<file path="src/rtl/fifo_wr_arbiter.sv">
// fifo_wr_arbiter
// Round-robin arbiter sharing the single write port of the async FIFO among
// NUM_REQ requesters in the wclk domain. A requester is granted for one burst
// of 1..MAX_BURST beats. Its beats are streamed while the FIFO is not full,
// and priority then rotates to the requester after the winner.
//
// Ports
//   wclk        write-domain clock
//   w_rstn      synchronous active-low reset
//   req         per-requester request level
//   req_len     packed burst lengths, requester i at [i*LEN_W +: LEN_W]
//   req_data    packed beat data, requester i at [i*DATA_SIZE +: DATA_SIZE]
//   fifo_full   FIFO full flag
//   grant       one-hot registered grant (zero when idle)
//   data_ack    one-hot pulse: granted requester's beat written this cycle
//   fifo_w_en   FIFO write enable
//   fifo_w_data beat data of the granted requester (zero when idle)
//   busy        high while a burst is in progress
//   beat_count  total beats written, wraps at 2^16
module fifo_wr_arbiter #(
  parameter int NUM_REQ   = 4,
  parameter int DATA_SIZE = 32,
  parameter int MAX_BURST = 8,
  parameter int LEN_W     = $clog2(MAX_BURST) + 1
) (
  input  logic                          wclk,
  input  logic                          w_rstn,
  input  logic [NUM_REQ-1:0]            req,
  input  logic [NUM_REQ*LEN_W-1:0]      req_len,
  input  logic [NUM_REQ*DATA_SIZE-1:0]  req_data,
  input  logic                          fifo_full,
  output logic [NUM_REQ-1:0]            grant,
  output logic [NUM_REQ-1:0]            data_ack,
  output logic                          fifo_w_en,
  output logic [DATA_SIZE-1:0]          fifo_w_data,
  output logic                          busy,
  output logic [15:0]                   beat_count
);

  localparam int unsigned        N_REQ     = NUM_REQ;
  localparam int                 IDX_W     = $clog2(NUM_REQ);
  localparam logic [IDX_W-1:0]   LAST_IDX  = IDX_W'(NUM_REQ - 1);
  localparam logic [LEN_W-1:0]   LEN_ONE   = LEN_W'(1);
  localparam logic [LEN_W-1:0]   LEN_MAX   = LEN_W'(MAX_BURST);
  localparam logic [NUM_REQ-1:0] GRANT_LSB = NUM_REQ'(1);

  typedef enum logic {
    IDLE,
    BURST
  } state_t;

  state_t               state_q;
  logic [NUM_REQ-1:0]   grant_q;
  logic [IDX_W-1:0]     winner_q;
  logic [IDX_W-1:0]     rr_ptr_q;
  logic [LEN_W-1:0]     beats_left_q;
  logic [15:0]          beat_count_q;

  logic [IDX_W-1:0]     rr_ptr_d;
  logic [15:0]          beat_count_d;
  logic                 pick_vld;
  logic [IDX_W-1:0]     pick_idx;
  logic [LEN_W-1:0]     raw_len;
  logic [LEN_W-1:0]     pick_len;
  logic                 win_req;
  int unsigned          scan_idx;

  // Search from rr_ptr upward, wrapping modulo NUM_REQ; first set request wins.
  always_comb begin
    pick_vld = 1'b0;
    pick_idx = '0;
    scan_idx = 0;
    for (int unsigned i = 0; i < N_REQ; i++) begin
      scan_idx = 32'(rr_ptr_q) + i;
      if (scan_idx >= N_REQ) scan_idx = scan_idx - N_REQ;
      if (!pick_vld && req[scan_idx[IDX_W-1:0]]) begin
        pick_vld = 1'b1;
        pick_idx = scan_idx[IDX_W-1:0];
      end
    end
  end

  // Length sampled at grant: 0 becomes 1, anything above MAX_BURST is clamped.
  always_comb begin
    raw_len = req_len[32'(pick_idx)*LEN_W +: LEN_W];
    if (raw_len == '0)
      pick_len = LEN_ONE;
    else if (raw_len > LEN_MAX)
      pick_len = LEN_MAX;
    else
      pick_len = raw_len;
  end

  assign busy        = (state_q == BURST);
  assign win_req     = req[winner_q];
  // Abort (req dropped) and full both suppress the write.
  assign fifo_w_en   = busy & win_req & ~fifo_full;
  assign data_ack    = fifo_w_en ? grant_q : '0;
  assign fifo_w_data = busy ? req_data[32'(winner_q)*DATA_SIZE +: DATA_SIZE] : '0;
  assign grant       = grant_q;
  assign beat_count  = beat_count_q;

  assign rr_ptr_d     = (winner_q == LAST_IDX) ? '0 : winner_q + 1'b1;
  assign beat_count_d = fifo_w_en ? beat_count_q + 16'd1 : beat_count_q;

  always_ff @(posedge wclk) begin
    if (!w_rstn) begin
      state_q      <= IDLE;
      grant_q      <= '0;
      winner_q     <= '0;
      rr_ptr_q     <= '0;
      beats_left_q <= '0;
      beat_count_q <= '0;
    end else begin
      beat_count_q <= beat_count_d;
      case (state_q)
        IDLE: begin
          if (pick_vld) begin
            state_q      <= BURST;
            winner_q     <= pick_idx;
            grant_q      <= GRANT_LSB << pick_idx;
            beats_left_q <= pick_len;
          end
        end
        BURST: begin
          if (!win_req) begin
            // Abort: leave without writing, rotate as on completion.
            state_q      <= IDLE;
            grant_q      <= '0;
            rr_ptr_q     <= rr_ptr_d;
            beats_left_q <= '0;
          end else if (fifo_w_en) begin
            beats_left_q <= beats_left_q - LEN_ONE;
            if (beats_left_q == LEN_ONE) begin
              state_q  <= IDLE;
              grant_q  <= '0;
              rr_ptr_q <= rr_ptr_d;
            end
          end
        end
        default: begin
          state_q <= IDLE;
          grant_q <= '0;
        end
      endcase
    end
  end

endmodule

</file>
<file path="config.mk">
export PLATFORM = sky130hd
export DESIGN_NAME = fifo_wr_arbiter
export DESIGN_NICKNAME = d
export VERILOG_FILES = /design/src/rtl/fifo_wr_arbiter.sv
export SDC_FILE = /design/constraint.sdc
export NUM_CORES = 1
export LEC_CHECK = 0
export BUFFER_PORTS_ARGS = -buffer_cell sky130_fd_sc_hd__clkbuf_2
export CELL_PAD_IN_SITES_DETAIL_PLACEMENT = 0
export CELL_PAD_IN_SITES_GLOBAL_PLACEMENT = 2
export CORE_ASPECT_RATIO = 2
export CORE_UTILIZATION = 21
export CTS_BUF_LIST = sky130_fd_sc_hd__clkbuf_4 sky130_fd_sc_hd__clkbuf_8
export CTS_CLUSTER_SIZE = 10
export DETAILED_ROUTE_END_ITERATION = 7
export PLACE_DENSITY_LB_ADDON = 0.08
export RECOVER_POWER = 100
export SYNTH_ARGS = -nofsm -noshare
export SYNTH_HDL_FRONTEND = slang
export SYNTH_SLANG_ARGS = --single-unit
</file>
<file path="constraint.sdc">
create_clock -name wclk -period 2.25 [get_ports wclk]
set_input_delay 0.225 -clock wclk [delete_from_list [all_inputs] [get_ports wclk]]
set_output_delay 0.225 -clock wclk [all_outputs]
set_load 0.005 [all_outputs]
</file>
==> impl_metrics.ini <==
[timing]
relSlewSlack = 0.6003
post-route-period-util = 0.9516
slew_violations = 0
fin_skew_ps = 4.975
setup_violations = 0
timing.hold.ws_ps = 294.3
fmax_mhz = 467.0
worst_pin_slew_ps = 599.5
period_minus_slack_ps = 2141
hold_viol_final = 0
layout_setup_ws_ps = 108.9

[global_routing]
grt_pass1_wl_um = 15970
antenna_found_initial = 0
grt-ovfl-total = 0
grt_use_total = 0.1650
grt_pass1_vias = 3067
grt_max_degree = 37

[synth]
netlist_instances = 279
ys_warn_count = 0
synth-edff-count = 0
synthesis.area_um2 = 2651
synth_cell_types = 51
yosysTopAreaCell = mux4_2
synth_flop_cell = dfxtp_1
async_flop_share = 0
synth_fp_nets = 434
avgSynthCellArea_um2 = 9.503
ys_ff_latch = 29
synthTopCellsByArea = mux4_2 (28%), dfxtp_1 (22%), and2_1 (9.0%)
synth.top_cell.area_share = 0.2803
yosysSeqAreaShare = 0.2190

[pwr]
peakVddDrop_v = 0.0004199
leakage_nw = 1.804
power_mw = 1.801
power_density_nw_per_um2 = 457.0

[status]
status = complete, no violations

[routing]
firstDrtPassIters = 4
avgRoutedWirePerCell_um = 17.42
wl_um = 10960
drc = 0
ant_nets = 0
drtIter0Drc = 54
routed_via_density = 4.806
num_vias = 3023

[worst_setup_path]
required_ps = 2470
arrival_ps = 2360
reg2reg_to = beats_left_q[0]
end_kind = flop
slowest_stage = or4b_4
path_max_fanout = 11
cpLargestDelayFamily = simple AND/OR/NAND/NOR gates
criticalPathCategory = flop to flop
rrSetupSlack_ps = 110
timing.rr.start = rr_ptr_q[0]
slowest_delay_ps = 600
path_cells = and2b_1 > or4b_4 > and2_1 > a211oi_1 > o22ai_1 > a22oi_2
cp-start-kind = flop
critPathBufInv = 0
ff2ff_path_depth = 6

[placed_design]
pre_cts_slack_ps = 31.30
routabilityCongestion = 0.8163
dp_hpwl_um = 9307
port_buffers = 208

[finish]
final.fill_count = 1363
most-common-layout-cells = clkbuf_2 (205), and2_1 (37), mux4_2 (33)
ff_latch_area_um2 = 581.8
final_common_cell = clkbuf_2
nets = 637
drive_gt1_frac = 0.5415
syn2layout_area_growth_pct = 48.66
multi_input_area_um2 = 1953
antennaDiodeCount = 0
final_core_util = 0.3232

[job]
maxCapViolCount = 0

[floorplanning]
fp-row-count = 57
die_x_um = 81.45
coreArea_um2 = 12200
dieArea_um2 = 13110
start_util = 0.2174
pin_count = 209
die_h_um = 160.9

[cts]
cts.sinks = 29
htreeDepth = 2
numCtsBuffers = 5
root_buffer = clkbuf_8
path_clk_slew_ps = 70
clk_latency_ps = 290
clock_path_buffers = 2
cts_tree = yes

[min_path]
min_path_type = input port to flop
holdCritStartpoint = w_rstn
holdPathEnd = beats_left_q[3]
hold_path_depth = 3
cell usage after synthesis (2+ instances only):
cell type and n:
nand3_1 10, a21oi_1 10, nor3_1 5, nor3b_1 2, a31oi_1 2, nor2_1 24
mux4_2 33, a21o_1 2, dfxtp_1 29, nand2_1 13, xor2_1 5, ha_1 4
xnor2_1 5, and2b_1 2, o21ai_0 7, buf_2 6, a21boi_0 3, nor2b_1 3
a21boi_1 2, o211ai_1 3, a211oi_1 6, and2_1 38, nor4_1 2, clkbuf_1 10
or3_1 6, and3_1 4, mux2i_1 5, o21ai_1 2, inv_1 8, nand4_1 4
a32oi_1 3, buf_6 2
sequential cells by signal, summed over array words and instances, names as in the netlist:
| signal | count |
|---|---|
| rr_ptr_q | 2 |
| beats_left_q | 4 |
| busy | 1 |
| grant | 4 |
| winner_q | 2 |
| beat_count | 16 |
worst max-delay path by stage:
| stage | startpoint | to | slack, ps | depth (start not counted) |
|---|---|---|---|---|
| 2_1_floorplan | winner_q[0] | beat_count[5] | 320 | 8 |
| 3_3_place_gp | req[2] | beats_left_q[1] | 80 | 7 |
| 3_5_place_dp | req[2] | beats_left_q[1] | 30 | 7 |
| 5_1_grt | rr_ptr_q[0] | beats_left_q[0] | -3 | 6 |
| 6_report | rr_ptr_q[0] | beats_left_q[0] | 110 | 6 |
| 4_1_cts | rr_ptr_q[0] | beats_left_q[1] | 10 | 6 |
what timing repair did:
action	4_1_cts	5_1_grt
hold buffers	0	0
resized for setup	1	5
buffers inserted	1	0
setup endpoints to repair	4	6
per-stage QoR:
step	setup TNS (ps)	std cells	cell area, µm²
floorplan	0	279	2651
finish	0	629	3941
detailed placement	0	621	3841
global placement	0	621	3841
global route	-3.221	629	3941
CTS	0	629	3940
worst reg2reg max path, cell delays in order (launching register included):
cell and delay [ps]:
dfxtp_1 360, and2b_1 220, or4b_4 600, and2_1 300, a211oi_1 350, o22ai_1 140
a22oi_2 120
cell families after synthesis:
| kind of cell | Yosys count | synth area share |
|---|---|---|
| adders and majority gates | 4 | 0.01888 |
| AOI/OAI and AO/OA | 49 | 0.1288 |
| DFF | 29 | 0.2190 |
| xor gates and xnor gates | 10 | 0.03303 |
| and+or+nand+nor | 120 | 0.2501 |
| buffers and inverters | 29 | 0.05097 |
| muxes | 38 | 0.2992 |
routing by layer:
metal,part of all wire,track usage,vias up
met1,0.32,0.1456,1396
met5,0,0,-
met2,0.57,0.3390,160
met3,0.088,0.03239,15
li1,-,-,1452
met4,0.022,0.05844,0
area by class of cell:
class | count | area share
inverters | 9 | 0.008571
multi-input cells | 221 | 0.4956
clock buffers | 6 | 0.02095
well taps | 147 | 0.04667
repair buffers | 216 | 0.2787
flip-flops and latches | 29 | 0.1476
clock inverters | 1 | 0.001905
where the power goes:
group	switching (mW)	internal (mW)	total [mW]
clock	0.216	0.242	0.457
combinational	0.342	0.424	0.766
sequential	0.0357	0.543	0.578
total	0.593	1.21	1.80
(Power assumes the default switching activity.)
